<file path="config.mk">
export PLATFORM = sky130hd
export DESIGN_NAME = imem_loader
export DESIGN_NICKNAME = d
export VERILOG_FILES = /design/src/rtl/imem_loader.sv
export SDC_FILE = /design/constraint.sdc
export NUM_CORES = 1
export LEC_CHECK = 0
export ABC_AREA = 1
export CAP_MARGIN = 10
export CORE_MARGIN = 5
export CORE_UTILIZATION = 37
export CTS_CLUSTER_SIZE = 30
export DETAILED_ROUTE_END_ITERATION = 16
export PLACE_DENSITY = 0.65
export SYNTH_ARGS = -nofsm -noshare
export SYNTH_HDL_FRONTEND = slang
export SYNTH_SLANG_ARGS = --single-unit
</file>
<file path="constraint.sdc">
create_clock -name clk -period 2.1 [get_ports clk]
set_input_delay 0.42 -clock clk [delete_from_list [all_inputs] [get_ports clk]]
set_output_delay 0.42 -clock clk [all_outputs]
set_load 0.02 [all_outputs]
</file>
<file path="src/rtl/imem_loader.sv">
// Boot loader: receives a framed byte stream and writes it into the instruction memory.
// The core is held in reset until a frame with a good checksum has been written.
module imem_loader #(
   parameter int ADDR_W    = 10,
   parameter int DATA_W    = 32,
   parameter int MAX_WORDS = 1024
) (
   input  logic              clk,
   input  logic              nrst,
   input  logic              start,
   input  logic [7:0]        rx_data,
   input  logic              rx_valid,
   output logic              rx_ready,
   output logic              wea,
   output logic [ADDR_W-1:0] addr,
   output logic [DATA_W-1:0] din,
   output logic              core_nrst,
   output logic              busy,
   output logic              done,
   output logic              err
);

   // state    | meaning
   // S_IDLE   | after reset, waiting for start
   // S_LEN_HI | waiting for word count high byte
   // S_LEN_LO | waiting for word count low byte, range check
   // S_DATA   | packing bytes into words and writing them
   // S_CHECK  | waiting for the checksum byte
   // S_DONE   | load good, core released
   // S_ERROR  | bad length or checksum
   localparam logic [2:0] S_IDLE   = 3'd0;
   localparam logic [2:0] S_LEN_HI = 3'd1;
   localparam logic [2:0] S_LEN_LO = 3'd2;
   localparam logic [2:0] S_DATA   = 3'd3;
   localparam logic [2:0] S_CHECK  = 3'd4;
   localparam logic [2:0] S_DONE   = 3'd5;
   localparam logic [2:0] S_ERROR  = 3'd6;

   localparam int IDX_W = ADDR_W + 1;

   logic [2:0]        state_q,    state_d;
   logic [7:0]        len_hi_q,   len_hi_d;
   logic [IDX_W-1:0]  len_q,      len_d;
   logic [IDX_W-1:0]  idx_q,      idx_d;
   logic [1:0]        bcnt_q,     bcnt_d;
   logic [7:0]        csum_q,     csum_d;
   logic [23:0]       word_q,     word_d;
   logic              wea_q,      wea_d;
   logic [ADDR_W-1:0] addr_q,     addr_d;
   logic [DATA_W-1:0] din_q,      din_d;
   logic              rx_ready_q, rx_ready_d;

   logic        accept;
   logic [15:0] len_full;

   assign accept   = rx_valid & rx_ready_q;
   assign len_full = {len_hi_q, rx_data};

   always_comb begin
      state_d  = state_q;
      len_hi_d = len_hi_q;
      len_d    = len_q;
      idx_d    = idx_q;
      bcnt_d   = bcnt_q;
      csum_d   = csum_q;
      word_d   = word_q;
      wea_d    = 1'b0;
      addr_d   = addr_q;
      din_d    = din_q;
      case (state_q)
         S_IDLE, S_DONE, S_ERROR: begin
            if (start) begin
               state_d = S_LEN_HI;
               idx_d   = '0;
               bcnt_d  = '0;
               csum_d  = '0;
            end
         end
         S_LEN_HI: begin
            if (accept) begin
               len_hi_d = rx_data;
               state_d  = S_LEN_LO;
            end
         end
         S_LEN_LO: begin
            if (accept) begin
               if (len_full == 16'd0 || len_full > 16'(MAX_WORDS)) begin
                  state_d = S_ERROR;
               end else begin
                  len_d   = len_full[IDX_W-1:0];
                  state_d = S_DATA;
               end
            end
         end
         S_DATA: begin
            if (accept) begin
               csum_d = csum_q + rx_data;
               word_d = {word_q[15:0], rx_data};
               bcnt_d = bcnt_q + 2'd1;
               if (bcnt_q == 2'd3) begin
                  // the write lands on the cycle after the 4th byte
                  wea_d  = 1'b1;
                  addr_d = idx_q[ADDR_W-1:0];
                  din_d  = {word_q, rx_data};
                  idx_d  = idx_q + 1'b1;
                  if (idx_q == len_q - 1'b1) state_d = S_CHECK;
               end
            end
         end
         S_CHECK: begin
            if (accept) state_d = (rx_data == csum_q) ? S_DONE : S_ERROR;
         end
         default: state_d = S_IDLE;
      endcase
   end

   assign rx_ready_d = (state_d == S_LEN_HI) || (state_d == S_LEN_LO) ||
                       (state_d == S_DATA)   || (state_d == S_CHECK);

   always_ff @(posedge clk or negedge nrst) begin
      if (!nrst) begin
         state_q    <= S_IDLE;
         len_hi_q   <= '0;
         len_q      <= '0;
         idx_q      <= '0;
         bcnt_q     <= '0;
         csum_q     <= '0;
         word_q     <= '0;
         wea_q      <= 1'b0;
         addr_q     <= '0;
         din_q      <= '0;
         rx_ready_q <= 1'b0;
      end else begin
         state_q    <= state_d;
         len_hi_q   <= len_hi_d;
         len_q      <= len_d;
         idx_q      <= idx_d;
         bcnt_q     <= bcnt_d;
         csum_q     <= csum_d;
         word_q     <= word_d;
         wea_q      <= wea_d;
         addr_q     <= addr_d;
         din_q      <= din_d;
         rx_ready_q <= rx_ready_d;
      end
   end

   assign rx_ready  = rx_ready_q;
   assign wea       = wea_q;
   assign addr      = addr_q;
   assign din       = din_q;
   assign busy      = (state_q == S_LEN_HI) || (state_q == S_LEN_LO) ||
                      (state_q == S_DATA)   || (state_q == S_CHECK);
   assign done      = (state_q == S_DONE);
   assign err       = (state_q == S_ERROR);
   assign core_nrst = (state_q == S_DONE);

endmodule

</file>
Yosys cells after proc, flatten, opt, wreduce, memory -nomap -nowiden
Cells that the tools add are included.

word-level totals
  output and inout bits = 48
  register bits = 111

operators by class
  add/subtract/negate cells = 4
  equality and inequality tests = 16
  reduce and logical (&&, ||, !) cells = 17
  bitwise logic cells = 2
  $lt $le $gt $ge = 1
  mux-type cells = 23

operator list
  cell                                                             number
  2-to-1 mux 11 bit                                                3
  2-to-1 mux 3 bit                                                 8
  one-hot mux 11 bit (2 select lines)                              1
  greater-than comparator 16 x 11 -> 1 bit, second input constant  1
  logical NOT 16 bit                                               1
  2-to-1 mux 8 bit                                                 2
  one-hot mux 8 bit (2 select lines)                               1
  one-hot mux 3 bit (5 select lines)                               1
  equality test 3 x 2 -> 1 bit, second input constant              4
  equality test 3 bit, second input constant                       4
  adder 11 x 1 -> 11 bit, second input constant                    1
  equality test 11 bit                                             1
  subtractor 11 x 1 -> 11 bit, second input constant               1
  AND reduction 3 bit                                              3
  adder 8 bit                                                      1
  equality test 8 bit                                              1
  logical OR 1 bit                                                 7
  equality test 3 x 1 -> 1 bit, second input constant              2
  2-to-1 mux 2 bit                                                 3
  inequality test 2 bit, second input constant                     3
  one-hot mux 2 bit (2 select lines)                               1
  AND reduction 2 bit                                              2
  AND reduction 4 bit                                              1
  logical NOT 3 bit                                                1
  other kinds (7)                                                  9

Depth between registers and ports, before layout
  depth after elaboration = 10
  mapped depth = 16
  mapped depth without buffers = 16

Worst setup path before layout
OpenSTA, ideal clock, no wires.

  path type = input -> register
  from = input rx_data[0]
  to = register csum_q[6]
  slack = 0.231 ns
  cell stages on the path = 11
  library setup time = 0.129 ns
  data required time = 1.971 ns
  arrival = 1.740 ns
  path through = ha_1 -> fa_1 -> a21oi_1 -> nor2_1 -> nor2_1 -> nor2_1 -> nor2_1 -> nor2_1 -> nor2_1 -> xor2_1 -> o21ai_0

on the way
  word-level cells in the longest chain between the ends = 3

ends and longest elaborated chain
  what                                RTL line  RTL
  from (decl)                         11        input logic [7:0] rx_data,
  adder 8 bit                         97        csum_d = csum_q + rx_data;
  2-to-1 mux 8 bit                    96        if (accept) begin
  one-hot mux 8 bit (2 select lines)  70        case (state_q)
  to (signal assigned)                139       csum_q <= csum_d;
  to (decl)                           46        logic [7:0] csum_q, csum_d;

Every way passes these cells. The select of a mux whose other input is x is not followed.
A chain may end at the register's enable or synchronous reset.

Worst setup path after layout
Ends and elaborated chain as after synthesis.

==> flow_results.xml <==
<?xml version="1.0" encoding="UTF-8"?>
<metrics>
  <group name="die">
    <metric name="area_enclosed_by_the_die_boundary" unit="µm²">16600</metric>
    <metric name="core_region_area" unit="µm²">13900</metric>
    <metric name="die_h" unit="µm">129</metric>
    <metric name="rows" unit="">43</metric>
    <metric name="floorplan.die.width" unit="µm">129</metric>
    <metric name="pin_count" unit="">60</metric>
    <metric name="initial_core_util" unit="%">37.7</metric>
  </group>
  <group name="critical_path">
    <metric name="crit_path_largest_cell_delay" unit="ps">430</metric>
    <metric name="path_cells" unit="">clkdlybuf4s50_1 &gt; ha_2 &gt; fa_2 &gt; a21oi_2 &gt; nor2_1 &gt; nor2_1 &gt; nor2_1 &gt; nor2_1 &gt; nor2_1 &gt; nor2_1 &gt; xor2_1 &gt; o21ai_0</metric>
    <metric name="critical-path-slowest-cell" unit="">sky130_fd_sc_hd__clkdlybuf4s50_1</metric>
    <metric name="critPathLaunchType" unit="">input port</metric>
    <metric name="crit_path_end_kind" unit="">flip-flop</metric>
    <metric name="cp_data_required_time" unit="ps">2320</metric>
    <metric name="arrival" unit="ps">2180</metric>
    <metric name="criticalPathCategory" unit="">in -&gt; reg</metric>
    <metric name="timing.critical_path.fanout_max" unit="">2</metric>
    <metric name="cp_num_buf_inv" unit="">1</metric>
    <metric name="critical_path.most_common_cell" unit="">sky130_fd_sc_hd__nor2_1</metric>
    <metric name="worst_path_dominant_cell_family" unit="">adder cells</metric>
  </group>
  <group name="power">
    <metric name="p_leak" unit="nW">3.21</metric>
    <metric name="net-switching-power" unit="mW">3.09</metric>
    <metric name="p_comb_share" unit="%">38.7</metric>
    <metric name="p_clk_share" unit="%">22.1</metric>
    <metric name="total_power" unit="mW">8.14</metric>
    <metric name="worst_ir_drop_vdd" unit="µV">510</metric>
    <metric name="internal_power" unit="mW">5.06</metric>
    <metric name="pwr_density_cell" unit="nW/µm²">1220</metric>
    <metric name="share_seq_of_total_power" unit="%">39.2</metric>
    <metric name="power.share.switching" unit="%">37.9</metric>
  </group>
  <group name="placement">
    <metric name="gpl.final_weighted_congestion" unit="">0.910</metric>
    <metric name="place.detailed.hpwl" unit="µm">9160</metric>
    <metric name="io_buffers" unit="">59</metric>
  </group>
  <group name="detailed_routing">
    <metric name="wirelength" unit="µm">12100</metric>
    <metric name="remaining_drc_errors" unit="">0</metric>
    <metric name="detailedRoute.firstPassIterationCount" unit="">4</metric>
    <metric name="detail_route.iter0.violations" unit="">331</metric>
    <metric name="vias_per_cell" unit="">4.77</metric>
    <metric name="drtAntennaViolNets" unit="">0</metric>
    <metric name="route.vias.total" unit="">4349</metric>
    <metric name="route.detailed.wl_per_inst" unit="µm">13.3</metric>
  </group>
  <group name="global_routing">
    <metric name="groute.usage.overall" unit="%">15.3</metric>
    <metric name="number_of_antenna_violations_at_the_first_check_in_global_routing" unit="">0</metric>
    <metric name="grt_start_max_net_pins" unit="">55</metric>
    <metric name="via_count_of_the_first_global_routing_pass" unit="">4244</metric>
    <metric name="grt_first_pass_wirelength" unit="µm">20600</metric>
    <metric name="grt.overflow.total" unit="">0</metric>
  </group>
  <group name="final_layout">
    <metric name="multiInputGateArea" unit="µm²">2120</metric>
    <metric name="antennaDiodeCount" unit="">0</metric>
    <metric name="area_growth" unit="%">27.6</metric>
    <metric name="register_area" unit="µm²">2780</metric>
    <metric name="layout.core_utilization" unit="%">48.1</metric>
    <metric name="num-nets-final" unit="">750</metric>
    <metric name="fillers" unit="">1356</metric>
    <metric name="final_layout_size_suffix_gt1_share" unit="%">11.6</metric>
  </group>
  <group name="timing">
    <metric name="fin_worst_skew" unit="ps">5.66</metric>
    <metric name="final.period_utilization" unit="%">93.2</metric>
    <metric name="post_layout_minimum_cycle_time" unit="ps">1960</metric>
    <metric name="worstMarginPinSlew" unit="ps">475</metric>
    <metric name="setup_viol" unit="">0</metric>
    <metric name="rsz0062_at_grt" unit="">true</metric>
    <metric name="timing.slew.headroom" unit="%">68.3</metric>
    <metric name="timing.final.max_slew_violations" unit="">0</metric>
    <metric name="clock.fmax" unit="MHz">511</metric>
    <metric name="timing.final.hold_violations" unit="">0</metric>
  </group>
  <group name="clock_network">
    <metric name="clk_latency" unit="ps">350</metric>
    <metric name="clkSinkCount" unit="">111</metric>
    <metric name="postCtsSetupRepairBufs" unit="">0</metric>
    <metric name="cts_tree" unit="">built</metric>
    <metric name="ctsRootBufferMaster" unit="">sky130_fd_sc_hd__clkbuf_16</metric>
    <metric name="htreeDepth" unit="">3</metric>
    <metric name="cts.path.max_buffers" unit="">2</metric>
    <metric name="ctsHoldBuffers" unit="">0</metric>
    <metric name="clkSlewWorstSetupHoldPaths" unit="ps">70</metric>
    <metric name="cts_made_buffers" unit="">9</metric>
  </group>
  <group name="yosys">
    <metric name="post_synth.cell_area_avg" unit="µm²">8.26</metric>
    <metric name="syn_nets" unit="">657</metric>
    <metric name="synth_enable_flop_cells" unit="">0</metric>
    <metric name="ys.warnings.count" unit="">0</metric>
    <metric name="postSynth.asyncResetShare" unit="%">100</metric>
    <metric name="dominantRegCellSynth" unit="">sky130_fd_sc_hd__dfrtp_1</metric>
    <metric name="post_synth_num_cell_types" unit="">35</metric>
    <metric name="synth-seq-area-share" unit="%">53.1</metric>
    <metric name="ys_seq_elements" unit="">111</metric>
    <metric name="netlist_top_cells_area" unit="">sky130_fd_sc_hd__dfrtp_1 (53%), sky130_fd_sc_hd__nand2_1 (14%), sky130_fd_sc_hd__o21ai_0 (7.9%)</metric>
    <metric name="synthTopCellsByCount" unit="">sky130_fd_sc_hd__nand2_1 (201), sky130_fd_sc_hd__dfrtp_1 (111), sky130_fd_sc_hd__o21ai_0 (83)</metric>
    <metric name="synthesis.area" unit="µm²">5230</metric>
    <metric name="syn_inst" unit="">634</metric>
    <metric name="post-synth-top-area-fraction" unit="%">53.1</metric>
    <metric name="yosysTopAreaCell" unit="">sky130_fd_sc_hd__dfrtp_1</metric>
    <metric name="synth_most_common_cell" unit="">sky130_fd_sc_hd__nand2_1</metric>
  </group>
  <group name="run">
    <metric name="maxcap_viol_count" unit="">0</metric>
  </group>
  <group name="run_status">
    <metric name="outcome" unit="">finished, final reports clean</metric>
  </group>
  <group name="hold_path">
    <metric name="hp-class" unit="">in -&gt; async</metric>
  </group>
</metrics>
## sequential cells by signal, indices dropped and copies added (netlist names), 2 cells and up
| register | count |
|---|---|
| din | 32 |
| len_hi_q | 8 |
| word_q | 24 |
| addr | 10 |
| bcnt_q | 2 |
| csum_q | 8 |
| idx_q | 11 |
| state_q | 3 |
| len_q | 11 |
## cells in the final DEF, fill, tap and decap left out, types with 2 or more instances in the layout
master and count:
sky130_fd_sc_hd__a21oi_1 8, sky130_fd_sc_hd__a21oi_2 2, sky130_fd_sc_hd__a22o_1 2, sky130_fd_sc_hd__a31oi_1 3, sky130_fd_sc_hd__buf_12 5, sky130_fd_sc_hd__buf_4 40, sky130_fd_sc_hd__clkbuf_16 9, sky130_fd_sc_hd__clkbuf_8 3
sky130_fd_sc_hd__clkdlybuf4s50_1 54, sky130_fd_sc_hd__dfrtp_1 111, sky130_fd_sc_hd__dlygate4sd2_1 4, sky130_fd_sc_hd__ha_1 8, sky130_fd_sc_hd__ha_2 2, sky130_fd_sc_hd__inv_1 65, sky130_fd_sc_hd__inv_2 5, sky130_fd_sc_hd__inv_6 2
sky130_fd_sc_hd__nand2_1 199, sky130_fd_sc_hd__nand2_2 3, sky130_fd_sc_hd__nand3_1 21, sky130_fd_sc_hd__nand3b_1 4, sky130_fd_sc_hd__nand4_1 6, sky130_fd_sc_hd__nor2_1 42, sky130_fd_sc_hd__nor2_2 4, sky130_fd_sc_hd__nor3_1 8
sky130_fd_sc_hd__nor3_2 3, sky130_fd_sc_hd__nor4_1 5, sky130_fd_sc_hd__o21ai_0 83, sky130_fd_sc_hd__o21ai_1 3, sky130_fd_sc_hd__o21ai_2 2, sky130_fd_sc_hd__o31ai_1 5, sky130_fd_sc_hd__xnor2_1 3, sky130_fd_sc_hd__xor2_1 9
## layer usage
layer | share of wire (%) | global-route usage, % | up-vias
met5 | 0 | 0 | -
met4 | 1.3 | 3.64 | 0
met3 | 4.4 | 3.99 | 13
met2 | 47 | 25.1 | 91
met1 | 47 | 20.5 | 2021
li1 | - | - | 2224
## final timing paths
| kind | from | to | slack, ps | cells after the start |
|---|---|---|---|---|
| max in group asynchronous | nrst | din[3] | 1490 | 2 |
| worst max-delay path | rx_data[0] | csum_q[6] | 140 | 12 |
| min in group clk | addr[5] | addr[5] | 470 | 2 |
| worst min-delay path | nrst | din[24] | 30 | 1 |
| worst max register to register | len_q[3] | rx_ready | 200 | 12 |
| worst min register to register | addr[5] | addr[5] | 470 | 2 |
## cell type report
type,instances,area share [%]
repair buffers,103,14.6
multi-input cells,432,31.7
inverters,70,3.93
well taps,180,3.37
clock buffers,13,4.05
flip-flops and latches,111,41.6
clock inverters,3,0.712
## power by group through the flow
stage	Clock, mW	Sequential (mW)	Combinational [mW]
global route	1.95	3.28	3.59
global placement	0	3.21	3.08
finish	1.80	3.20	3.15
detailed placement	0	3.23	3.15
CTS	1.84	3.20	3.14
floorplan	0	3.23	1.93
## cell families (layout without fill, tap and decap cells)
kind of cell / Yosys count / in the layout / synth area share [%]
simple gates: 298 / 298 / 23.7
flops: 111 / 111 / 53.1
buf+inv: 91 / 189 / 6.98
xor+xnor: 12 / 12 / 2.01
fa+ha+maj: 11 / 11 / 2.77
compound gates: 111 / 111 / 11.5
## metrics by stage
step	setup TNS (ps)	instances	cell area (µm²)	setup WS [ps]	hold slack (ps)
global route	-11.2	912	6680	-11.2	54.2
detailed placement	-2300	896	6340	-302	414
floorplan	0	634	5230	231	124
finish	0	912	6680	143	29.3
global placement	-1980	896	6340	-289	408
CTS	0	912	6650	58.1	34.1
## what timing repair did
item | CTS | global route
setup endpoints to repair | 4 | 3
cloned | 0 | 0
pin swaps | 0 | 0
gates resized for setup | 4 | 12
Note: power is estimated with default switching activity, not from simulation.
